$ cat src/rtl/complex_result_pipe_pkg.sv
// Shared widths for the complex-ALU result path: destination tag, result data and execution flags.
package complex_result_pipe_pkg;
   localparam int SIZE_PHYSICAL_LOG = 6;
   localparam int SIZE_DATA         = 32;
   localparam int EXECUTION_FLAGS   = 5;
endpackage

$ cat src/rtl/complex_result_pipe_stage.sv
// One pipe stage: a valid bit plus a tag/result/flags payload.
// Only the valid bit is cleared by flush. Reset clears the valid bit and the payload.
module result_pipe_stage
   import complex_result_pipe_pkg::*;
#(
   parameter int TAG_W   = SIZE_PHYSICAL_LOG,
   parameter int DATA_W  = SIZE_DATA,
   parameter int FLAGS_W = EXECUTION_FLAGS
) (
   input  logic               clk,
   input  logic               reset,
   input  logic               flush,
   input  logic               load,
   input  logic               drain,
   input  logic [TAG_W-1:0]   d_tag,
   input  logic [DATA_W-1:0]  d_result,
   input  logic [FLAGS_W-1:0] d_flags,
   output logic               vld,
   output logic [TAG_W-1:0]   q_tag,
   output logic [DATA_W-1:0]  q_result,
   output logic [FLAGS_W-1:0] q_flags
);

   always_ff @(posedge clk) begin
      if (reset || flush)
         vld <= 1'b0;
      else if (load)
         vld <= 1'b1;
      else if (drain)
         vld <= 1'b0;
   end

   // The payload registers are enable-gated. They are zeroed only by reset, not by flush.
   always_ff @(posedge clk) begin
      if (reset) begin
         q_tag    <= '0;
         q_result <= '0;
         q_flags  <= '0;
      end else if (load) begin
         q_tag    <= d_tag;
         q_result <= d_result;
         q_flags  <= d_flags;
      end
   end

endmodule

$ cat src/rtl/complex_result_pipe.sv
// Fixed-latency, bubble-collapsing result pipe between the complex ALU and writeback.
// The writeback outputs come straight from the last stage's registers.
module complex_result_pipe
   import complex_result_pipe_pkg::*;
#(
   parameter int LATENCY = 3,
   parameter int TAG_W   = SIZE_PHYSICAL_LOG,
   parameter int DATA_W  = SIZE_DATA,
   parameter int FLAGS_W = EXECUTION_FLAGS
) (
   input  logic                           clk,
   input  logic                           reset,
   input  logic                           flush_i,
   input  logic                           in_valid_i,
   output logic                           in_ready_o,
   input  logic [TAG_W-1:0]               in_tag_i,
   input  logic [DATA_W-1:0]              alu_result_i,
   input  logic [FLAGS_W-1:0]             alu_flags_i,
   output logic                           wb_valid_o,
   input  logic                           wb_ready_i,
   output logic [TAG_W-1:0]               wb_tag_o,
   output logic [DATA_W-1:0]              wb_result_o,
   output logic [FLAGS_W-1:0]             wb_flags_o,
   output logic [$clog2(LATENCY+1)-1:0]   occupancy_o
);

   localparam int OCC_W = $clog2(LATENCY+1);

   logic [LATENCY-1:0]  vld;
   logic [LATENCY-1:0]  mv;
   logic [LATENCY-1:0]  load;
   logic [TAG_W-1:0]    st_tag    [LATENCY];
   logic [DATA_W-1:0]   st_result [LATENCY];
   logic [FLAGS_W-1:0]  st_flags  [LATENCY];
   logic [TAG_W-1:0]    src_tag    [LATENCY];
   logic [DATA_W-1:0]   src_result [LATENCY];
   logic [FLAGS_W-1:0]  src_flags  [LATENCY];
   logic                accept;
   logic                retire;
   logic [OCC_W-1:0]    occ_next;

   // Moves are resolved from the output end backwards, so each stage sees whether the stage ahead is leaving.
   always_comb begin
      mv = '0;
      mv[LATENCY-1] = vld[LATENCY-1] & wb_ready_i;
      for (int k = LATENCY-2; k >= 0; k--)
         mv[k] = vld[k] & (~vld[k+1] | mv[k+1]);
   end

   assign in_ready_o = ~vld[0] | mv[0];
   assign accept     = in_valid_i & in_ready_o;
   assign retire     = mv[LATENCY-1];

   for (genvar k = 0; k < LATENCY; k++) begin : g_stage
      if (k == 0) begin : g_head
         assign load[k]       = accept;
         assign src_tag[k]    = in_tag_i;
         assign src_result[k] = alu_result_i;
         assign src_flags[k]  = alu_flags_i;
      end else begin : g_body
         assign load[k]       = mv[k-1];
         assign src_tag[k]    = st_tag[k-1];
         assign src_result[k] = st_result[k-1];
         assign src_flags[k]  = st_flags[k-1];
      end

      result_pipe_stage #(
         .TAG_W   (TAG_W),
         .DATA_W  (DATA_W),
         .FLAGS_W (FLAGS_W)
      ) u_stage (
         .clk      (clk),
         .reset    (reset),
         .flush    (flush_i),
         .load     (load[k]),
         .drain    (mv[k]),
         .d_tag    (src_tag[k]),
         .d_result (src_result[k]),
         .d_flags  (src_flags[k]),
         .vld      (vld[k]),
         .q_tag    (st_tag[k]),
         .q_result (st_result[k]),
         .q_flags  (st_flags[k])
      );
   end

   assign wb_valid_o  = vld[LATENCY-1];
   assign wb_tag_o    = st_tag[LATENCY-1];
   assign wb_result_o = st_result[LATENCY-1];
   assign wb_flags_o  = st_flags[LATENCY-1];

   always_comb begin
      occ_next = occupancy_o;
      if (reset || flush_i)
         occ_next = '0;
      else
         occ_next = occupancy_o + OCC_W'(accept) - OCC_W'(retire);
   end

   always_ff @(posedge clk) begin
      occupancy_o <= occ_next;
   end

endmodule

$ cat config.mk
export PLATFORM = sky130hd
export DESIGN_NAME = complex_result_pipe
export DESIGN_NICKNAME = d
export VERILOG_FILES = /design/src/rtl/complex_result_pipe_pkg.sv /design/src/rtl/complex_result_pipe_stage.sv /design/src/rtl/complex_result_pipe.sv
export SDC_FILE = /design/constraint.sdc
export NUM_CORES = 1
export LEC_CHECK = 0
export CAP_MARGIN = 0
export CELL_PAD_IN_SITES_DETAIL_PLACEMENT = 2
export CELL_PAD_IN_SITES_GLOBAL_PLACEMENT = 2
export CORE_UTILIZATION = 30
export DETAILED_ROUTE_END_ITERATION = 12
export GPL_TIMING_DRIVEN = 0
export PLACE_DENSITY_LB_ADDON = 0.1
export SYNTH_ARGS = -nofsm -noshare
export SYNTH_HDL_FRONTEND = slang
export SYNTH_SLANG_ARGS = --single-unit
$ cat constraint.sdc
create_clock -name clk -period 2.34 [get_ports clk]
set_clock_uncertainty 0.2 [all_clocks]
set_input_delay 0.234 -clock clk [delete_from_list [all_inputs] [get_ports clk]]
set_output_delay 0.234 -clock clk [all_outputs]
set_load 0.05 [all_outputs]
==> results.ini, run 1 <==
[status]
status = completed

[timing]
finalSetupViolCount = 0
rsz0062_at_grt = no
relSlewSlack_pct = 58.8
drv_slew = 0
hold_viol = 0
max_freq_mhz = 442
tightest_slew_ps = 618
holdWs_ps = 71.1
min_period_ps = 2260
fin_crit_sh_pct = 96.7

[layout]
nNetsFinal = 717
drive_above_1_share_pct = 14.6
area_growth_pct = 34.0
regArea_mm2 = 0.00268
antenna_cells = 0
multi_input_area_mm2 = 0.00249
design_area_mm2 = 0.00736
finish.utilization_pct = 41.0
fillers = 1916

[pwr]
peakVddDrop_uv = 566
power.leakage_nw = 2.76
powerDensity_mw_per_mm2 = 767

[drt]
ant_nets = 0
drc_errors = 0
drt-pass1-iter-count = 3
wl_per_cell_um = 17.6
wl_um = 16000
drtIter0Drc = 105
viasPerCell = 4.87
vias = 4423

[worst_setup_path]
crit_slowest_cell = clkdlybuf4s50_1
critPathLaunchType = input pin
r2r_slack_ps = 170
cp.required_ps = 1910
reg2regPathDepth = 10
worstReg2RegStart = g_stage[0].u_stage.vld$_SDFFE_PP0P_
critPathCaptureType = output port
slowest_delay_ps = 530
path_class = in2out
cp_cell_sequence = clkdlybuf4s50_1, nand4b_4, clkbuf_1, clkdlybuf4s15_2
cp.arrival_ps = 1830
cp_max_fo = 10
rr_endpoint = occupancy_o[1]$_SDFF_PP0_

[clocking]
clk_latency_ps = 420
cts.sinks = 134
cts_buffers = 17
clockBufferDepth = 2
cts_max_level = 4
cts.reportedPaths.clkPinSlew_ps = 50
clockRootBuffer = clkbuf_16
cts_tree = done
cts_hold_buf = 0

[synthesis]
yosys-top-cells-area = dfxtp_1 (49%), nand2b_1 (9.9%), mux2i_1 (7.8%)
syn-mean-instance-area_um2 = 9.91
yosys_register_bits = 134
yosysTopAreaCellShare_pct = 48.8
netlist_instances = 554
synth_area_mm2 = 0.00549
syn-num-nets = 604
yosysTopAreaCell = dfxtp_1
seq_area_frac_synth_pct = 48.8
yosysWarnings = 0
yosysUniqueCellTypes = 26

[floorplan]
die_w_um = 137
dieHeight_um = 137
io_pins = 95
core-area_mm2 = 0.0180
die_area_mm2 = 0.0188
start_util_pct = 30.6
rows = 49

[placement]
io_buffers = 92
gp_congestion = 0.716
dp.final_hpwl_um = 11600
placed_area_mm2 = 0.00670

[hold_path]
hp-start = in_valid_i
min_path_cells = 3
worstHoldEndpoint = g_stage[0].u_stage.vld$_SDFFE_PP0P_
hp-class = in2reg

[global_route]
grt_max_degree = 17
grt_pass1_wl_um = 25000
overflow = 0
grt_pass1_vias = 4764
grt_usage_pct = 17.8
antenna_found_initial = 0

[run]
drv_cap = 0

[worst max-delay path: cells and delay by family]
kind	cells	cell delay, ps
and+or+nand+nor	1	190
buffers and inverters	3	1400
[registers in the layout, summed over array words and instances (netlist names)]
name,count
g_stage.u_stage.q_flags,15
occupancy_o,2
g_stage.u_stage.q_result,96
g_stage.u_stage.q_tag,18
g_stage.u_stage.vld,3
[report_power, final]
group	leakage, nW	internal, mW	switching [mW]
registers	1.09	2.34	0.0213
clock network	0.311	1.94	0.973
logic	1.36	0.183	0.187
total	2.76	4.47	1.18
[synth_stat cells (all sizes together)]
cell type and instances:
xor2 1, nand3 43, a211oi 2, ha 2, nand2b 87, nor3 2, xnor2 1, dfxtp 134
and2b 1, a21oi 44, inv 4, nand4b 44, mux2i 43, nor3b 1, o21ai 87, buf 25
clkbuf 31, and2 2
[logic make-up (layout without fill, tap and decap cells)]
kind of cell | Yosys count | after routing | synth area share, %
simple gates | 180 | 180 | 21.9
flops | 134 | 134 | 48.8
compound gates | 133 | 133 | 14.9
buf+inv | 60 | 186 | 5.74
mux | 43 | 43 | 7.84
fa+ha+maj | 2 | 2 | 0.456
xor+xnor | 2 | 2 | 0.319
[what timing repair did]
action	CTS	global route
setup buffers	3	0
gates resized for setup	4	0
pin swaps	1	0
setup endpoints to repair	2	1
[through the flow]
step | setup slack [ps] | std cells | setup TNS, ps | total power [mW]
after floorplan | 53.4 | 554 | 0 | 2.63
after global placement | -381 | 875 | -945 | 2.78
after detailed placement | -431 | 875 | -1090 | 2.79
after CTS | 41.8 | 910 | 0 | 5.72
after global routing | 8.32 | 909 | 0 | 5.85
final | 77.8 | 909 | 0 | 5.65
[cells in the final DEF (no fill, tap or decap), drive strengths merged]
master	n
nand4b	44
clkdlybuf4s50	91
clkinv	3
and2	2
dfxtp	134
nor3	2
nand3	43
a211oi	2
buf	27
nand2b	87
clkinvlp	1
a21oi	44
xor2	1
ha	2
and2b	1
mux2i	43
inv	4
clkdlybuf4s15	1
nor3b	1
xnor2	1
bufinv	5
o21ai	87
clkbuf	54
[per-layer routing]
layer / vias to the layer above / wire length, um / share of wire (%) / track usage, %
met5: - / 0 / 0 / 0
met4: 0 / 235 / 1.5 / 6.59
met3: 17 / 427 / 2.7 / 3.68
met2: 65 / 8490 / 53 / 32.9
met1: 2148 / 6850 / 43 / 19.9
li1: 2193 / - / - / -
[worst max-delay path by stage]
| stage | startpoint | endpoint | slack (ps) | depth (start not counted) |
|---|---|---|---|---|
| after floorplan | g_stage[2].u_stage.vld$_SDFFE_PP0P_ | occupancy_o[1]$_SDFF_PP0_ | 50 | 11 |
| after global placement | wb_ready_i | in_ready_o | -380 | 4 |
| after detailed placement | wb_ready_i | occupancy_o[1]$_SDFF_PP0_ | -430 | 12 |
| after CTS | g_stage[0].u_stage.vld$_SDFFE_PP0P_ | occupancy_o[1]$_SDFF_PP0_ | 40 | 11 |
| after global routing | wb_ready_i | in_ready_o | 8 | 4 |
| final | wb_ready_i | in_ready_o | 80 | 4 |
[layout make-up]
class / count / area share, %
clock inverters: 9 / 2.35
inverters: 4 / 0.204
multi-input cells: 360 / 33.9
clock buffers: 23 / 6.36
plain buffers: 55 / 3.98
flip-flops and latches: 134 / 36.5
repair buffers: 95 / 12.8
well taps: 229 / 3.89
No activity file was read; power rests on OpenSTA's default activity.
==> run 2: changes to the inputs <==
--- a/config.mk
+++ b/config.mk
@@ -11,7 +11,7 @@
 export CORE_UTILIZATION = 30
 export DETAILED_ROUTE_END_ITERATION = 12
 export GPL_TIMING_DRIVEN = 0
-export PLACE_DENSITY_LB_ADDON = 0.1
+export PLACE_DENSITY = 0.86
 export SYNTH_ARGS = -nofsm -noshare
 export SYNTH_HDL_FRONTEND = slang
 export SYNTH_SLANG_ARGS = --single-unit
==> run 2 against run 1 <==
Against the previous run: sequential cell count unchanged; count of clock-buffer cells in the layout down 3; maximum frequency up 2.5%; critical path depth up 7; sequential power about the same; worst setup slack better by 55 ps; clock power down 11%; sequential share of layout area up 0.48 points; via count up 2.2%; routed wire length up 8.0%; combinational power about the same; first-iteration DRC count up 47%; critical endpoint is now occupancy_o[1]$_SDFF_PP0_; largest cell class unchanged.
==> results.ini, run 2 (synthesis results as in run 1) <==
[worst_setup_path]
rr_endpoint = occupancy_o[1]$_SDFF_PP0_  ; unchanged
path_class = reg2reg  ; was in2out
worstReg2RegStart = g_stage[1].u_stage.vld$_SDFFE_PP0P_  ; was g_stage[0].u_stage.vld$_SDFFE_PP0P_
cp.required_ps = 2440  ; was 1910 ps
critPathCaptureType = register  ; was output port
critPathLaunchType = register  ; was input pin
cp.arrival_ps = 2310  ; was 1830 ps
cp_max_fo = 17  ; was 10
reg2regPathDepth = 11  ; was 10
r2r_slack_ps = 130  ; was 170 ps

[clocking]
clockBufferDepth = 2  ; unchanged
cts.reportedPaths.clkPinSlew_ps = 60  ; was 50 ps
cts_buffers = 17  ; unchanged
clk_latency_ps = 430  ; was 420 ps
cts.sinks = 134  ; unchanged
cts_hold_buf = 0  ; unchanged
cts_max_level = 4  ; unchanged
clockRootBuffer = clkbuf_16  ; unchanged
cts_tree = done  ; unchanged

[placement]
placed_cells = 875  ; unchanged
placed_area_mm2 = 0.00670  ; unchanged
gp_congestion = 0.722  ; was 0.716
io_buffers = 92  ; unchanged
dp.final_hpwl_um = 12500  ; was 11,600 um

[layout]
nNetsFinal = 715  ; was 717
drive_above_1_share_pct = 14.5  ; was 14.6%
area_growth_pct = 32.2  ; was 34.0%
fillers = 1935  ; was 1,916
final_cell_mix = dfxtp_1 (133), clkdlybuf4s50_1 (91), nand2b_1 (87)  ; unchanged
design_area_mm2 = 0.00726  ; was 0.00736 mm2
antenna_cells = 0  ; unchanged
regArea_mm2 = 0.00268  ; unchanged
largest_register_ffs = 96  ; unchanged
finish.utilization_pct = 40.4  ; was 41.0%
layout_commonest_cell = dfxtp_1  ; unchanged
multi_input_area_mm2 = 0.00249  ; unchanged
reg_top3 = g_stage.u_stage.q_result (96), g_stage.u_stage.q_tag (18), g_stage.u_stage.q_flags (15)  ; unchanged
regMostFlops = g_stage.u_stage.q_result  ; unchanged
final_cells = 904  ; was 909

[floorplan]
rows = 49  ; unchanged
die_w_um = 137  ; unchanged
core-area_mm2 = 0.0180  ; unchanged
die_area_mm2 = 0.0188  ; unchanged
start_util_pct = 30.6  ; unchanged
dieHeight_um = 137  ; unchanged
io_pins = 95  ; unchanged

[timing]
final.setup.tns_ps = 0  ; unchanged
finalSetupViolCount = 0  ; unchanged
tightest_slew_ps = 569  ; was 618 ps
max_freq_mhz = 453  ; was 442 MHz
holdWs_ps = 98.3  ; was 71.1 ps
rsz0062_at_grt = no  ; unchanged
min_period_ps = 2210  ; was 2260 ps
drv_slew = 0  ; unchanged
relSlewSlack_pct = 62.1  ; was 58.8%
hold_viol = 0  ; unchanged
fin_crit_sh_pct = 94.3  ; was 96.7%

[hold_path]
min_path_cells = 3  ; unchanged
hp-class = in2reg  ; unchanged
hp-start = reset  ; was in_valid_i
worstHoldEndpoint = g_stage[0].u_stage.q_tag[5]$_SDFFE_PP0P_  ; was g_stage[0].u_stage.vld$_SDFFE_PP0P_

[drt]
drc_errors = 0  ; unchanged
viasPerCell = 5.00  ; was 4.87
ant_nets = 0  ; unchanged
drtIter0Drc = 154  ; was 105
drt-pass1-iter-count = 4  ; was 3
wl_um = 17300  ; was 16,000 um
vias = 4522  ; was 4,423
wl_per_cell_um = 19.1  ; was 17.6 um

[status]
status = completed  ; unchanged

[global_route]
antenna_found_initial = 0  ; unchanged
grt_pass1_wl_um = 27200  ; was 25,000 um
global_route.usage.met3_pct = 3.79  ; was 3.68%
grt_util_met2_pct = 36.1  ; was 32.9%
overflow = 0  ; unchanged
grt_max_degree = 18  ; was 17
grt.busiest_layer = met2  ; unchanged
grt_pass1_vias = 4988  ; was 4,764
met1_usage_pct = 21.6  ; was 19.9%
grt_usage_pct = 19.4  ; was 17.8%

[pwr]
peakVddDrop_uv = 569  ; was 566 uV
powerDensity_mw_per_mm2 = 734  ; was 767 mW/mm2
power.leakage_nw = 2.71  ; was 2.76 nW

[run]
drv_cap = 0  ; unchanged

==> run 2: cell count changes in the layout (fill, tap and decap cells not counted), sizes merged <==
cell,previous run,this run
buf,27,25
bufinv,5,2
clkbuf,54,51
clkinvlp,1,4
==> run 2: area by class of cell <==
| cell class | instances | share of cell area, % |
|---|---|---|
| multi-input combinational | 360 | 34.3 |
| timing repair buffer | 93 | 12.8 |
| tap | 229 | 3.95 |
| inverter | 4 | 0.207 |
| clock inverter | 9 | 1.45 |
| sequential | 134 | 37.0 |
| clock buffer | 20 | 6.29 |
| buffer | 55 | 4.00 |
==> run 2: per-stage QoR <==
stage | power (mW) | setup slack, ps
3_5_place_dp | 2.79 | -425
2_1_floorplan | 2.63 | 53.4
6_report | 5.33 | 133
3_3_place_gp | 2.77 | -402
4_1_cts | 5.38 | 21.4
5_1_grt | 5.49 | 11.1
==> run 2: where the power goes <==
part	leakage [nW]	switching (mW)	internal [mW]	total [mW]
clock	0.266	0.993	1.60	2.59
combinational	1.35	0.191	0.182	0.373
sequential	1.09	0.0247	2.34	2.37
==> run 2: worst max-delay path, stage by stage, from the launching register on <==
cell and delay (ps):
dfxtp_1 300, buf_4 180, nand4b_4 120, and2_4 150
buf_6 230, inv_2 50, ha_1 280, inv_1 50
ha_1 140, xor2_1 170, xnor2_1 140, nor3_1 60
==> run 2: repair_timing <==
| item | 4_1_cts | 5_1_grt |
|---|---|---|
| buffers inserted | 1 | 0 |
| resized for setup | 3 | 2 |
| setup endpoints to repair | 2 | 1 |
| pin swaps | 1 | 0 |
| hold endpoints to repair | 0 | 0 |
==> run 2: worst max-delay path by stage <==
stage | start | to | slack [ps] | cells after the start
after global placement | wb_ready_i | occupancy_o[1]$_SDFF_PP0_ | -400 | 12
after CTS | g_stage[1].u_stage.vld$_SDFFE_PP0P_ | in_ready_o | 20 | 4
after global routing | g_stage[1].u_stage.vld$_SDFFE_PP0P_ | occupancy_o[1]$_SDFF_PP0_ | 10 | 11
final | g_stage[1].u_stage.vld$_SDFFE_PP0P_ | occupancy_o[1]$_SDFF_PP0_ | 130 | 11
after detailed placement | wb_ready_i | occupancy_o[1]$_SDFF_PP0_ | -430 | 12
after floorplan | g_stage[2].u_stage.vld$_SDFFE_PP0P_ | occupancy_o[1]$_SDFF_PP0_ | 50 | 11
==> run 2: metal layers <==
layer	part of all wire [%]	up-vias
li1	-	2174
met1	42	2244
met2	53	81
met3	3.0	23
met4	1.9	0
met5	0	-
==> run 3: changes to the inputs <==
--- a/config.mk
+++ b/config.mk
@@ -10,6 +10,7 @@
 export CELL_PAD_IN_SITES_GLOBAL_PLACEMENT = 2
 export CORE_UTILIZATION = 30
 export DETAILED_ROUTE_END_ITERATION = 12
+export GPL_ROUTABILITY_DRIVEN = 0
 export GPL_TIMING_DRIVEN = 0
 export PLACE_DENSITY = 0.86
 export SYNTH_ARGS = -nofsm -noshare
==> results of run 3 <==
No change in the layout: final DEF, timing and power equal those of run 2.
==> RTL edit 1, RTL diff (config.mk and constraints of run 2) <==
Change the package constant `SIZE_PHYSICAL_LOG` from 6 to 8.
--- a/src/rtl/complex_result_pipe_pkg.sv
+++ b/src/rtl/complex_result_pipe_pkg.sv
@@ -1,6 +1,6 @@
 // Shared widths for the complex-ALU result path: destination tag, result data and execution flags.
 package complex_result_pipe_pkg;
-   localparam int SIZE_PHYSICAL_LOG = 6;
+   localparam int SIZE_PHYSICAL_LOG = 8;
    localparam int SIZE_DATA         = 32;
    localparam int EXECUTION_FLAGS   = 5;
 endpackage
Interface: changed (resized in_tag_i and wb_tag_o); port bits go from 95 to 99. The function was not compared with the original's and may differ.
==> RTL edit 1 against run 2 <==
The run now ends with DRC left; area after synthesis increased by 1.3%; register-to-register slack improved by 0.07 ns; power rose by 4.7%; final area rose by 2.1%; sequential cell count grew 6; hold slack improved by 0.063 ns; first-iteration DRC count grew 5.2%; setup slack better by 0.039 ns; sequential share of layout area increased by 0.87 points; wire length up 2.0%; largest cell class unchanged.
==> RTL edit 1: results (changes against run 2) <==
Placed design
  • Placed cell area: 0.00682 mm² (+1.8%)
  • I/O Buffers: 97 (+5.4%)
  • Dpl ws: -0.594 ns (-0.168 ns)
  • Placer's final routability congestion estimate: 0.805 (+11%)

Global route
  • Gr usage total: 0.191 (-0.00316)
  • First-pass GRT wire length: 28.2 mm (+3.7%)

Clock network
  • Postcts setup bufs: 0 (-1)

Route
  • TritonRoute pass-1 iters: 8 (+4)
  • DR iter-0 viols: 162 (+5.2%)
  • Routed WL per cell: 18.8 µm (-1.5%)
  • Vias per cell: 5.00 (about the same)
  • DRC: 8 (+8)

Outcome
  • Failing checks: DRC
  • Status: finished, violations left

Layout
  • Bufs w/o clock: 156 (+5.4%)
  • Footprint of the multi-input gates: 0.00244 mm² (-2.3%)
  • Fill count: 1914 (-1.1%)
  • Multi-input gate count: 376 (+4.4%)

Worst setup path
  • Crit path launch: wb_ready_i
  • Reg2reg path depth: 10 (-1)
  • Largest stage delay, worst path: 0.53 ns (+0.23 ns)

Pwr
  • Net Switching: 1210 µW (-0.21%)

STA
  • Worst hold slack: 0.162 ns (+0.0633 ns)
  • Post-route setup slack: 0.172 ns (+0.0394 ns)

Synth
  • Synth top area cells: dfxtp_1, nand2b_1, mux2i_1
  • Post-Syn Nets: 632 (+4.6%)
-- RTL edit 1: changes by cell type after synthesis, moves of 6 or more --
| cell | before | now |
|---|---|---|
| o21ai_2 | 40 | 1 |
| dfxtp_1 | 134 | 140 |
| buf_2 | 12 | 27 |
| buf_6 | 9 | 1 |
| o21ai_0 | 4 | 46 |
| clkbuf_1 | 31 | 25 |
-- RTL edit 1: logic make-up (layout without fill, tap and decap cells) --
kind of cell             count (synthesis)  count (layout)  share of synthesized area
adder cells (fa/ha/maj)                  2               2                    0.00450
flip-flops                             140             140                      0.504
XOR/XNOR                                 2               2                    0.00315
AO/OA/AOI/OAI                          139             139                      0.127
buffers and inverters                   64             191                     0.0587
AND/OR/NAND/NOR                        188             188                      0.222
multiplexers                            45              45                     0.0810
-- RTL edit 1: metal layers --
layer / vias up / routed length [µm] / GRT usage
met5: - / 0 / 0
met3: 22 / 429 / 0.0315
met1: 2305 / 7650 / 0.222
li1: 2272 / - / -
met4: 0 / 371 / 0.0822
met2: 79 / 9180 / 0.347
==> RTL edit 2, RTL diff (flow settings as in run 2) <==
Without the edit above. Reset style: asynchronous (`reset`), changed in one clocked block.
--- a/src/rtl/complex_result_pipe_stage.sv
+++ b/src/rtl/complex_result_pipe_stage.sv
@@ -31,7 +31,7 @@
    end
 
    // The payload registers are enable-gated. They are zeroed only by reset, not by flush.
-   always_ff @(posedge clk) begin
+   always_ff @(posedge clk or posedge reset) begin
       if (reset) begin
          q_tag    <= '0;
          q_result <= '0;
Function: differs if reset is asserted again (counterexample within 4 cycles, from zero or initial values and one cycle with reset high); with reset held inactive, the same outputs for 10 cycles.
==> RTL edit 2 against run 2 <==
Non-clock buffer count down 37; core utilization up 2.2 points; area after synthesis down 4.9%; final area down 1.7%; setup slack worse by 0.042 ns; sequential cell count unchanged; wire length down 32%; critical path depth down 8; critical path type is now in -> out; largest cell class unchanged.
Power is not compared: it rests on default switching activity, and its combinational part moved more than twofold at a synthesized area within 25%.
==> RTL edit 2: results (changes against run 2) <==
Placed design
  • Detail Placement HPWL: 8.26 mm (-34%)
  • Placer's final routability congestion estimate: 0.691 (-4.4%)
  • Placed cell area: 0.00651 mm² (-2.8%)
  • Dpl ws: -0.396 ns (+0.0299 ns)
  • I/O Buffers: 94 (+2.2%)
  • Placed cells: 614 (-30%)

STA
  • Worst hold slack: 0.216 ns (+0.118 ns)
  • Slew HR: 0.531 (-0.0896)

Layout
  • Final cell count without fillers: 646 (-29%)
  • Number of clock buffers in the layout: 25 (+25%)
  • Buffer share of cell area: 0.160 (-0.00786)
  • Bufs w/o clock: 111 (-25%)
  • Finished Core Util: 0.426 (+0.0219)
  • Layout Nets: 463 (-35%)
  • Fill count: 1605 (-17%)
  • Fraction of area in multi-input gates: 0.246 (-0.0976)
  • Multi-input gate count: 146 (-59%)
  • Layout cells sized above 1: 0.390 (+0.244)
  • Clock buf/inv share: 0.0871 (+0.00971)
  • Register area: 0.00333 mm² (+24%)
  • Inverter count: 3 (-1)

Synth
  • Synth cell types: 22 (-15%)
  • Top FF cell, synth: dfrtp_1
  • Sequential fraction of the synthesis area: 0.638 (+0.149)
  • Syn Inst Count: 297 (-46%)
  • Post-Syn Nets: 347 (-43%)
  • Synth async-reset ratio: 0.963 (+0.963)
  • Post-synth top cells: dfrtp_1, mux2_2, mux2_4, mux2_1, buf_6
  • Synth top area cells: dfrtp_1, mux2_2, mux2_4

Outcome
  • Status: finished clean

Worst setup path
  • Largest stage delay, worst path: 0.83 ns (+0.53 ns)
  • CP arrival: 1.82 ns (-0.49 ns)
  • R2R setup slack: 0.19 ns (+0.06 ns)
  • Worst path slowest cell: clkdlybuf4s50_1
  • Crit-path max FO: 3 (-14)
  • Crit path launch: wb_ready_i

Route
  • Met1 Wirelength: 4.82 mm (-34%)
  • TritonRoute pass-1 iters: 3 (-1)
  • DR iter-0 viols: 47 (-69%)
  • Met3 WL: 385 µm (-25%)
  • Routed WL per cell: 18.2 µm (-4.7%)
  • Vias per cell: 4.42 (-12%)
  • Met2 routed WL: 6.45 mm (-30%)

Global route
  • Met1 usage: 0.162 (-0.0538)
  • Gr usage total: 0.145 (-0.0493)
  • Vias in the first global route: 3528 (-29%)
  • GR Util met3: 0.0461 (+0.00821)
  • Met2 Resource Use GR: 0.264 (-0.0972)
  • First-pass GRT wire length: 19.4 mm (-29%)
  • Pin count of the biggest net entering global routing: 40 (+22)

Clock network
  • Skew-Pair Late Insertion Delay: 0.41 ns (-0.02 ns)
  • Clk buf depth: 2 (unchanged)
  • Postcts setup bufs: 0 (-1)

Min path
  • Worst Hold Launch: alu_result_i[25]
-- RTL edit 2: repair_timing --
item / in CTS / in global routing
hold endpoints to repair: 0 / 0
hold buffers: 0 / 0
resized for setup: 1 / 1
setup endpoints to repair: 1 / 1
-- RTL edit 2: final timing paths --
kind	endpoint	cells past startpoint
max	in_ready_o	3
min	g_stage[0].u_stage.q_result[25]	2
min reg2reg	g_stage[0].u_stage.q_result[23]	1
max reg2reg	occupancy_o[1]	9
max in group asynchronous	g_stage[1].u_stage.q_result[2]	4
min in group asynchronous	g_stage[2].u_stage.q_result[19]	2
-- RTL edit 2: cell families after synthesis --
| logic type | synth area share |
|---|---|
| multiplexers | 0.307 |
| XOR/XNOR | 0.00336 |
| AND/OR/NAND/NOR | 0.0141 |
| flip-flops | 0.638 |
| adder cells (fa/ha/maj) | 0.00479 |
| AO/OA/AOI/OAI | 0.00431 |
| buffers and inverters | 0.0288 |
